===== config.mk =====
export PLATFORM = sky130hd
export DESIGN_NAME = pipeline_ctrl
export DESIGN_NICKNAME = d
export VERILOG_FILES = /design/src/rtl/pipeline_ctrl.sv
export SDC_FILE = /design/constraint.sdc
export NUM_CORES = 1
export LEC_CHECK = 0
export ABC_AREA = 1
export CORE_UTILIZATION = 41
export DETAILED_ROUTE_END_ITERATION = 8
export PLACE_DENSITY = 0.83
export SKIP_LAST_GASP = 1
export SYNTH_ARGS = -nofsm -noshare
export SYNTH_HDL_FRONTEND = slang
export SYNTH_SLANG_ARGS = --single-unit

===== constraint.sdc =====
create_clock -name clk -period 4.7 [get_ports clk]
set_input_delay 0.705 -clock clk [delete_from_list [all_inputs] [get_ports clk]]
set_output_delay 0.705 -clock clk [all_outputs]
set_load 0.05 [all_outputs]

===== src/rtl/pipeline_ctrl.sv =====
// Pipeline hazard/stall controller: load-use bubbles, memory wait, redirect and trap flushing.
// State is registered; stall/flush outputs are decoded combinationally from state and live inputs.
module pipeline_ctrl #(
    parameter int unsigned LOAD_STALL_CYCLES = 1
) (
    input  logic        clk,
    input  logic        reset,
    input  logic        dec_valid,
    input  logic [4:0]  dec_rs1,
    input  logic [4:0]  dec_rs2,
    input  logic        dec_uses_rs1,
    input  logic        dec_uses_rs2,
    input  logic        ex_valid,
    input  logic        ex_is_load,
    input  logic [4:0]  ex_rd,
    input  logic        ex_redirect,
    input  logic        mem_busy,
    input  logic        wb_exception_valid,
    input  logic        trap_done,
    output logic        stall_fetch,
    output logic        stall_decode,
    output logic        stall_execute,
    output logic        flush_fetch,
    output logic        flush_decode,
    output logic        flush_execute,
    output logic [1:0]  state,
    output logic [15:0] bubble_count
);

    localparam logic [1:0] StRun       = 2'd0;
    localparam logic [1:0] StLoadStall = 2'd1;
    localparam logic [1:0] StMemWait   = 2'd2;
    localparam logic [1:0] StTrap      = 2'd3;

    // Extra bubbles owed after the first one issued from RUN.
    localparam logic [1:0] CntInit = 2'(LOAD_STALL_CYCLES - 1);

    logic [1:0]  state_q, state_d;
    logic [1:0]  cnt_q, cnt_d;
    logic [15:0] bubble_q;
    logic        bubble_inc;
    logic        rs1_match, rs2_match, hazard;

    assign rs1_match = dec_uses_rs1 && (dec_rs1 == ex_rd);
    assign rs2_match = dec_uses_rs2 && (dec_rs2 == ex_rd);
    assign hazard    = dec_valid && ex_valid && ex_is_load && (ex_rd != 5'd0)
                       && (rs1_match || rs2_match);

    always_comb begin
        stall_fetch   = 1'b0;
        stall_decode  = 1'b0;
        stall_execute = 1'b0;
        flush_fetch   = 1'b0;
        flush_decode  = 1'b0;
        flush_execute = 1'b0;
        bubble_inc    = 1'b0;
        state_d       = state_q;
        cnt_d         = cnt_q;

        if (wb_exception_valid) begin
            flush_fetch   = 1'b1;
            flush_decode  = 1'b1;
            flush_execute = 1'b1;
            state_d       = StTrap;
            cnt_d         = 2'd0;
        end else if (state_q == StTrap) begin
            flush_fetch   = 1'b1;
            flush_decode  = 1'b1;
            flush_execute = 1'b1;
            stall_fetch   = !trap_done;
            if (trap_done) begin
                state_d = StRun;
            end
        end else if (mem_busy) begin
            stall_fetch   = 1'b1;
            stall_decode  = 1'b1;
            stall_execute = 1'b1;
            state_d       = StMemWait;
            cnt_d         = 2'd0;
        end else if (ex_redirect) begin
            flush_fetch  = 1'b1;
            flush_decode = 1'b1;
            state_d      = StRun;
            cnt_d        = 2'd0;
        end else if (state_q == StLoadStall) begin
            // Hazard is not re-checked here; the load result is still in flight.
            stall_fetch  = 1'b1;
            flush_decode = 1'b1;
            bubble_inc   = 1'b1;
            cnt_d        = cnt_q - 2'd1;
            if (cnt_q == 2'd1) begin
                state_d = StRun;
            end
        end else begin
            // RUN, or MEM_WAIT on the first cycle memory is ready again.
            state_d = StRun;
            if (hazard) begin
                stall_fetch  = 1'b1;
                flush_decode = 1'b1;
                bubble_inc   = 1'b1;
                if (LOAD_STALL_CYCLES > 1) begin
                    state_d = StLoadStall;
                    cnt_d   = CntInit;
                end
            end
        end
    end

    always_ff @(posedge clk) begin
        if (reset) begin
            state_q  <= StRun;
            cnt_q    <= 2'd0;
            bubble_q <= 16'd0;
        end else begin
            state_q <= state_d;
            cnt_q   <= cnt_d;
            if (bubble_inc && (bubble_q != 16'hFFFF)) begin
                bubble_q <= bubble_q + 16'd1;
            end
        end
    end

    assign state        = state_q;
    assign bubble_count = bubble_q;

endmodule


### Word-level counts from Yosys, hierarchy flattened

Cells that the tools add are included.

| word-level totals | value |
|---|---|
| register bits after elaboration | 20 |
| input port bits | 26 |
| output and inout port bits | 24 |
| word-level logic and storage cells | 60 |

| cells by class | value |
|---|---|
| $add $sub $neg | 2 |
| eq/ne operators | 8 |
| multiplexer cells | 32 |
| bitwise gates (word level) | 1 |
| reductions and logical operators | 14 |

Operators by type and width:

| cell | count |
|---|---|
| $mux W1 | 22 |
| $mux W2 | 10 |
| $add A16 B1 Y16 const B | 1 |
| $ne A16 B16 Y1 const B | 1 |
| $eq A5 B5 Y1 | 2 |
| $logic_and A1 B1 Y1 | 7 |
| $ne A6 B5 Y1 const B | 1 |
| $reduce_bool A5 Y1 | 1 |
| $eq A2 B1 Y1 const B | 2 |
| $reduce_and A2 Y1 | 2 |
| $ne A3 B3 Y1 const B | 1 |
| $reduce_bool A3 Y1 | 1 |
| $eq A2 B2 Y1 const B | 1 |
| $reduce_or A2 Y1 | 1 |
| $sub A2 B1 Y2 const B | 1 |
| $logic_not A1 Y1 | 1 |
| $logic_or A1 B1 Y1 | 1 |
| $not A1 Y1 | 1 |

### Logic depth before layout (Yosys ltp)

| depth | value |
|---|---|
| depth in word-level cells | 11 |
| mapped depth | 12 |
| depth with buffers taken out | 12 |

### Least setup slack after synthesis

Ideal clock, no wire load.

| path | value |
|---|---|
| path kind | flip-flop to output port |
| start | register state_q[0], in the netlist state[0] |
| end | output stall_execute |
| arrival time | 2.183 ns |
| required time | 3.995 ns |
| setup slack | 1.812 ns |
| cell stages (with the launch flop) | 7 |
| buffers on the path | 1 |
| cells stage by stage | dfxtp_1 nand2_1 inv_1 nor2_1 inv_1 nor2_1 buf_4 |

| between the ends | value |
|---|---|
| cells in the longest elaborated chain, start to end | 3 |

RTL lines:

| element | RTL line | source |
|---|---|---|
| from (decl) | 38 | `logic [1:0] state_q, state_d;` |
| from (signal assigned) | 111 | `state_q <= StRun;` |
| from (signal assigned) | 115 | `state_q <= state_d;` |
| $eq A2 B2 Y1 | 66 | `end else if (state_q == StTrap) begin` |
| $mux W1 (2 in series) | - |  |
| to (decl) | 22 | `output logic stall_execute,` |

Every way passes these cells.

### Worst setup path after layout

| path | value |
|---|---|
| start | input ex_rd[1] |
| end | output stall_fetch |

| between the ends | value |
|---|---|
| cells in the longest elaborated chain, start to end | 10 |
| elaborated cells between the ends (all ways) | 14 |
| classes of those cells | eq/ne (2); mux (6); reduce/logical (6) |

RTL lines:

| element | RTL line | source |
|---|---|---|
| from (decl) | 15 | `input logic [4:0] ex_rd,` |
| $eq A5 B5 Y1, on equally long branches | 44, 45 |  |
| $logic_and A1 B1 Y1, on equally long branches | 44, 45 |  |
| $logic_or A1 B1 Y1 | 47 | `&& (rs1_match \|\| rs2_match);` |
| $logic_and A1 B1 Y1 (*) | 47 |  |
| $mux W1 (*) | 97 | `if (hazard) begin` |
| $mux W1 (*) | 85 | `end else if (state_q == StLoadStall) begin` |
| $mux W1 (*) | 80 | `end else if (ex_redirect) begin` |
| $mux W1 (*) | 74 | `end else if (mem_busy) begin` |
| $mux W1 (*) | 66 |  |
| $mux W1 (*) | 60 | `if (wb_exception_valid) begin` |
| to (decl) | 20 | `output logic stall_fetch,` |

Mark *: on every way between the ends. The rest lies on a longest branch, timed or not.

==> out/qor.txt <==
STATUS
--------------------------------------------------------------------------------
Status ............................................................ complete, but fails checks
Failing checks ....................................................          DRC

GLOBAL ROUTING
--------------------------------------------------------------------------------
Initial antenna violation count ...................................            0
Pin count of the biggest net entering global routing ..............           20
Total grt overflow ................................................            0
Wire length of the first global-routing pass ......................      6300 µm
Global-route usage over all layers ................................        0.188
Vias in the first global route ....................................         1472

PLACE
--------------------------------------------------------------------------------
DP Worst Slack ....................................................     0.907 ns
Routability congestion estimate ...................................        0.863
Number of input and output port buffers inserted ..................           49
Post-detailed-placement half-perimeter wirelength .................      2860 µm
Area after detailed placement .....................................     2070 µm²

WORST SETUP PATH
--------------------------------------------------------------------------------
Reg2Reg Launch Point .............................................. bubble_count[0]
Data required time at the worst endpoint ..........................      3.99 ns
Crit path max fanout ..............................................           19
Cells on worst reg2reg path .......................................            7
Critical path class ............................................... input pin to output pin
Kind of end point of the critical path ............................   output pin
Reg-to-reg critical path endpoint ................................. bubble_count[1]
Type of element launching the critical path .......................    input pin
Arrival time reported for the critical path endpoint ..............      3.07 ns
Worst reg2reg setup slack .........................................      2.56 ns

CLOCK TREE
--------------------------------------------------------------------------------
Reg clk slew, reported paths ......................................      0.07 ns
Clk sink count ....................................................           20
Clock root cell ...................................................     clkbuf_8
Number of buffers added by the clock tree synthesis step ..........            3
Number of buffers between clock root and the deepest sink .........            2
Number of cells upsized or downsized after cts ....................            0
Post-CTS Hold Fix Bufs ............................................            0
Clock latency on the worst-skew pair ..............................      0.26 ns
TritonCTS clock tree ..............................................          yes
# Post-CTS Setup Buffers ..........................................            0
# H-tree levels ...................................................            1

SYNTHESIS
--------------------------------------------------------------------------------
Multiplexer share of the synthesized area .........................            0
Nets in the synthesized netlist ...................................          273
Share of synthesized flip-flops with an asynchronous set or reset .            0
Netlist area before placement .....................................     1570 µm²
Area share of the leading cell type in the synthesized netlist ....        0.255
Cells after Synth .................................................          245
Area leader, netlist ..............................................      dfxtp_1
Complex-gate fraction of the synthesized area .....................        0.106
Primary flip-flop cell chosen by synthesis mapping ................      dfxtp_1
Yosys warns .......................................................            0
Count of different cell masters after synthesis ...................           26
Xor/xnor share of the synthesized area ............................       0.0670
Largest family of logic cells by synthesized area ................. simple AND/OR/NAND/NOR gates
Register bit total from synthesis .................................           20
Most frequently used cell type in the post-synthesis netlist ......      nand2_1
Mean instance size in the synthesized netlist .....................     6.40 µm²
Number of flops mapped to enable cells by yosys ...................            0
Fraction of the mapped netlist area in simple logic gates .........        0.431
Most numerous cell types in the synthesized netlist ............... nand2_1 (60), inv_1 (38), nor2_1 (30)
Adder-cell share of the synthesized area ..........................       0.0160
Area contributors post-synth ...................................... dfxtp_1 (26%), nand2_1 (14%), inv_1 (9.1%)
Sequential fraction of the synthesis area .........................        0.255

ROUTING
--------------------------------------------------------------------------------
Routed wire length ................................................      3810 µm
Drt via density ...................................................         4.91
Iteration-0 DRC count of the detailed router ......................           69
Antenna violation net count after detailed routing ................            0
Routed wirelength normalized by instance count ....................      11.2 µm
Vias ..............................................................         1665
DRC violations left ...............................................            1
Iteration count of the initial detailed-routing pass ..............            6

DIE
--------------------------------------------------------------------------------
Initial Utilization ...............................................        0.428
Chip Height .......................................................      63.8 µm
I/O Pins ..........................................................           50
Die footprint .....................................................     4070 µm²
Core Rows .........................................................           22
Width of the die ..................................................      63.8 µm
Core box area .....................................................     3660 µm²

STA
--------------------------------------------------------------------------------
Setup repair after global routing missed its margin ...............           no
Post-layout minimum cycle time ....................................      3.77 ns
Maximum achievable frequency ......................................      265 MHz
Final setup slack of the worst path ...............................     0.929 ns
Transition time at the pin with the least slew margin .............     0.774 ns
Number of max-slew violations in the final report .................            0
Final setup violation count .......................................            0
Worst clock skew on the final layout ..............................   0.00361 ns
Tightest slew margin relative to the limit ........................        0.482
Final worst-path cycle share ......................................        0.802
Accumulated negative setup slack ..................................         0 ns
Final count of hold timing violations .............................            0

HOLD PATH
--------------------------------------------------------------------------------
Hold Crit Depth ...................................................            1
Hold crit path type ............................................... flip-flop to flip-flop
Worst Min Path Start ..............................................     cnt_q[0]
Terminating pin of the worst hold path ............................     cnt_q[0]

FINAL LAYOUT
--------------------------------------------------------------------------------
Filler Cells Inserted .............................................          359
Fraction of layout instances using a drive strength above 1 .......        0.103
Fin nets ..........................................................          320
Combined area of the multi-input logic cells ......................      972 µm²
Area growth from synthesis to layout ..............................        35.3%
Sequential cell area ..............................................      400 µm²
Post-Layout Inst Area .............................................     2120 µm²
Diodes inserted ...................................................            0

POWER
--------------------------------------------------------------------------------
VDD IR max ........................................................       170 µV
Leakage power .....................................................     0.885 nW
Total power divided by cell area ..................................   183 nW/µm²

RUN
--------------------------------------------------------------------------------
Max capacitance violation total ...................................            0

==> per-layer routing <==
metal,track usage,share of wire,vias to the layer above
met5,0,0,-
met4,0.0511,0.012,0
met3,0.0196,0.043,4
met2,0.344,0.48,44
met1,0.231,0.46,745
li1,-,-,872
==> cell usage in the layout, fill, tap and decap left out, types with 2 or more instances in the layout <==
master	netlist	final
nand2_1	60	60
clkdlybuf4s50_1	0	49
inv_1	38	38
nor2_1	30	30
dfxtp_1	20	20
nand4_1	19	19
nand3_1	12	12
a21oi_1	12	12
nand2_2	11	11
a21oi_2	9	9
xor2_1	7	7
xnor2_1	5	5
o21ai_0	4	4
clkbuf_8	0	4
nor3_1	2	2
ha_1	2	2
==> cells by family after synthesis <==
group | Yosys count
compound gates | 26
flops | 20
fa+ha+maj | 2
simple gates | 140
xor+xnor | 12
buf+inv | 45
==> through the flow <==
step	std cells	utilization	hold WS (ns)	power (W)
final	339	0.579	0.470	0.000387
after global routing	339	0.579	0.508	0.000405
after CTS	339	0.579	0.475	0.000390
after detailed placement	335	0.564	0.467	0.000260
after global placement	335	0.564	0.442	0.000259
after floorplan	245	-	0.428	0.000223
==> power breakdown <==
| group | switching (W) | internal [W] | total [W] |
|---|---|---|---|
| combinational | 0.0000481 | 0.0000355 | 0.0000836 |
| clock | 0.0000570 | 0.0000746 | 0.000132 |
| sequential | 0.00000112 | 0.000171 | 0.000172 |
==> worst max-delay path by stage <==
stage	start	end	slack [ns]	depth (start not counted)
final	ex_rd[1]	stall_fetch	0.93	12
after global routing	ex_rd[1]	stall_fetch	0.73	12
after CTS	ex_rd[1]	stall_fetch	0.90	12
after detailed placement	ex_rd[1]	stall_fetch	0.91	12
after global placement	ex_rd[1]	stall_fetch	0.94	12
after floorplan	state[0]	stall_execute	1.81	6
==> state kept, by name, indices dropped and copies added (netlist names) <==
name          flops
bubble_count     16
cnt_q             2
state             2
==> area by class of cell <==
type,instances,area share
multi-input cells,180,0.458
repair buffers,49,0.231
flip-flops and latches,20,0.189
inverters,38,0.0673
well taps,48,0.0283
clock buffers,4,0.0260
==> worst max-delay path, cell delays in order <==
cell             delay [ns]
clkdlybuf4s50_1        0.52
inv_1                  0.07
nand2_1                0.06
nand2_1                0.05
nor2_1                 0.10
nand3_1                0.08
nand2_1                0.06
nand2_1                0.06
nand2_2                0.28
a21oi_1                0.13
a21oi_1                0.14
clkdlybuf4s50_1        0.81
Note: power is estimated with default switching activity, not from simulation.
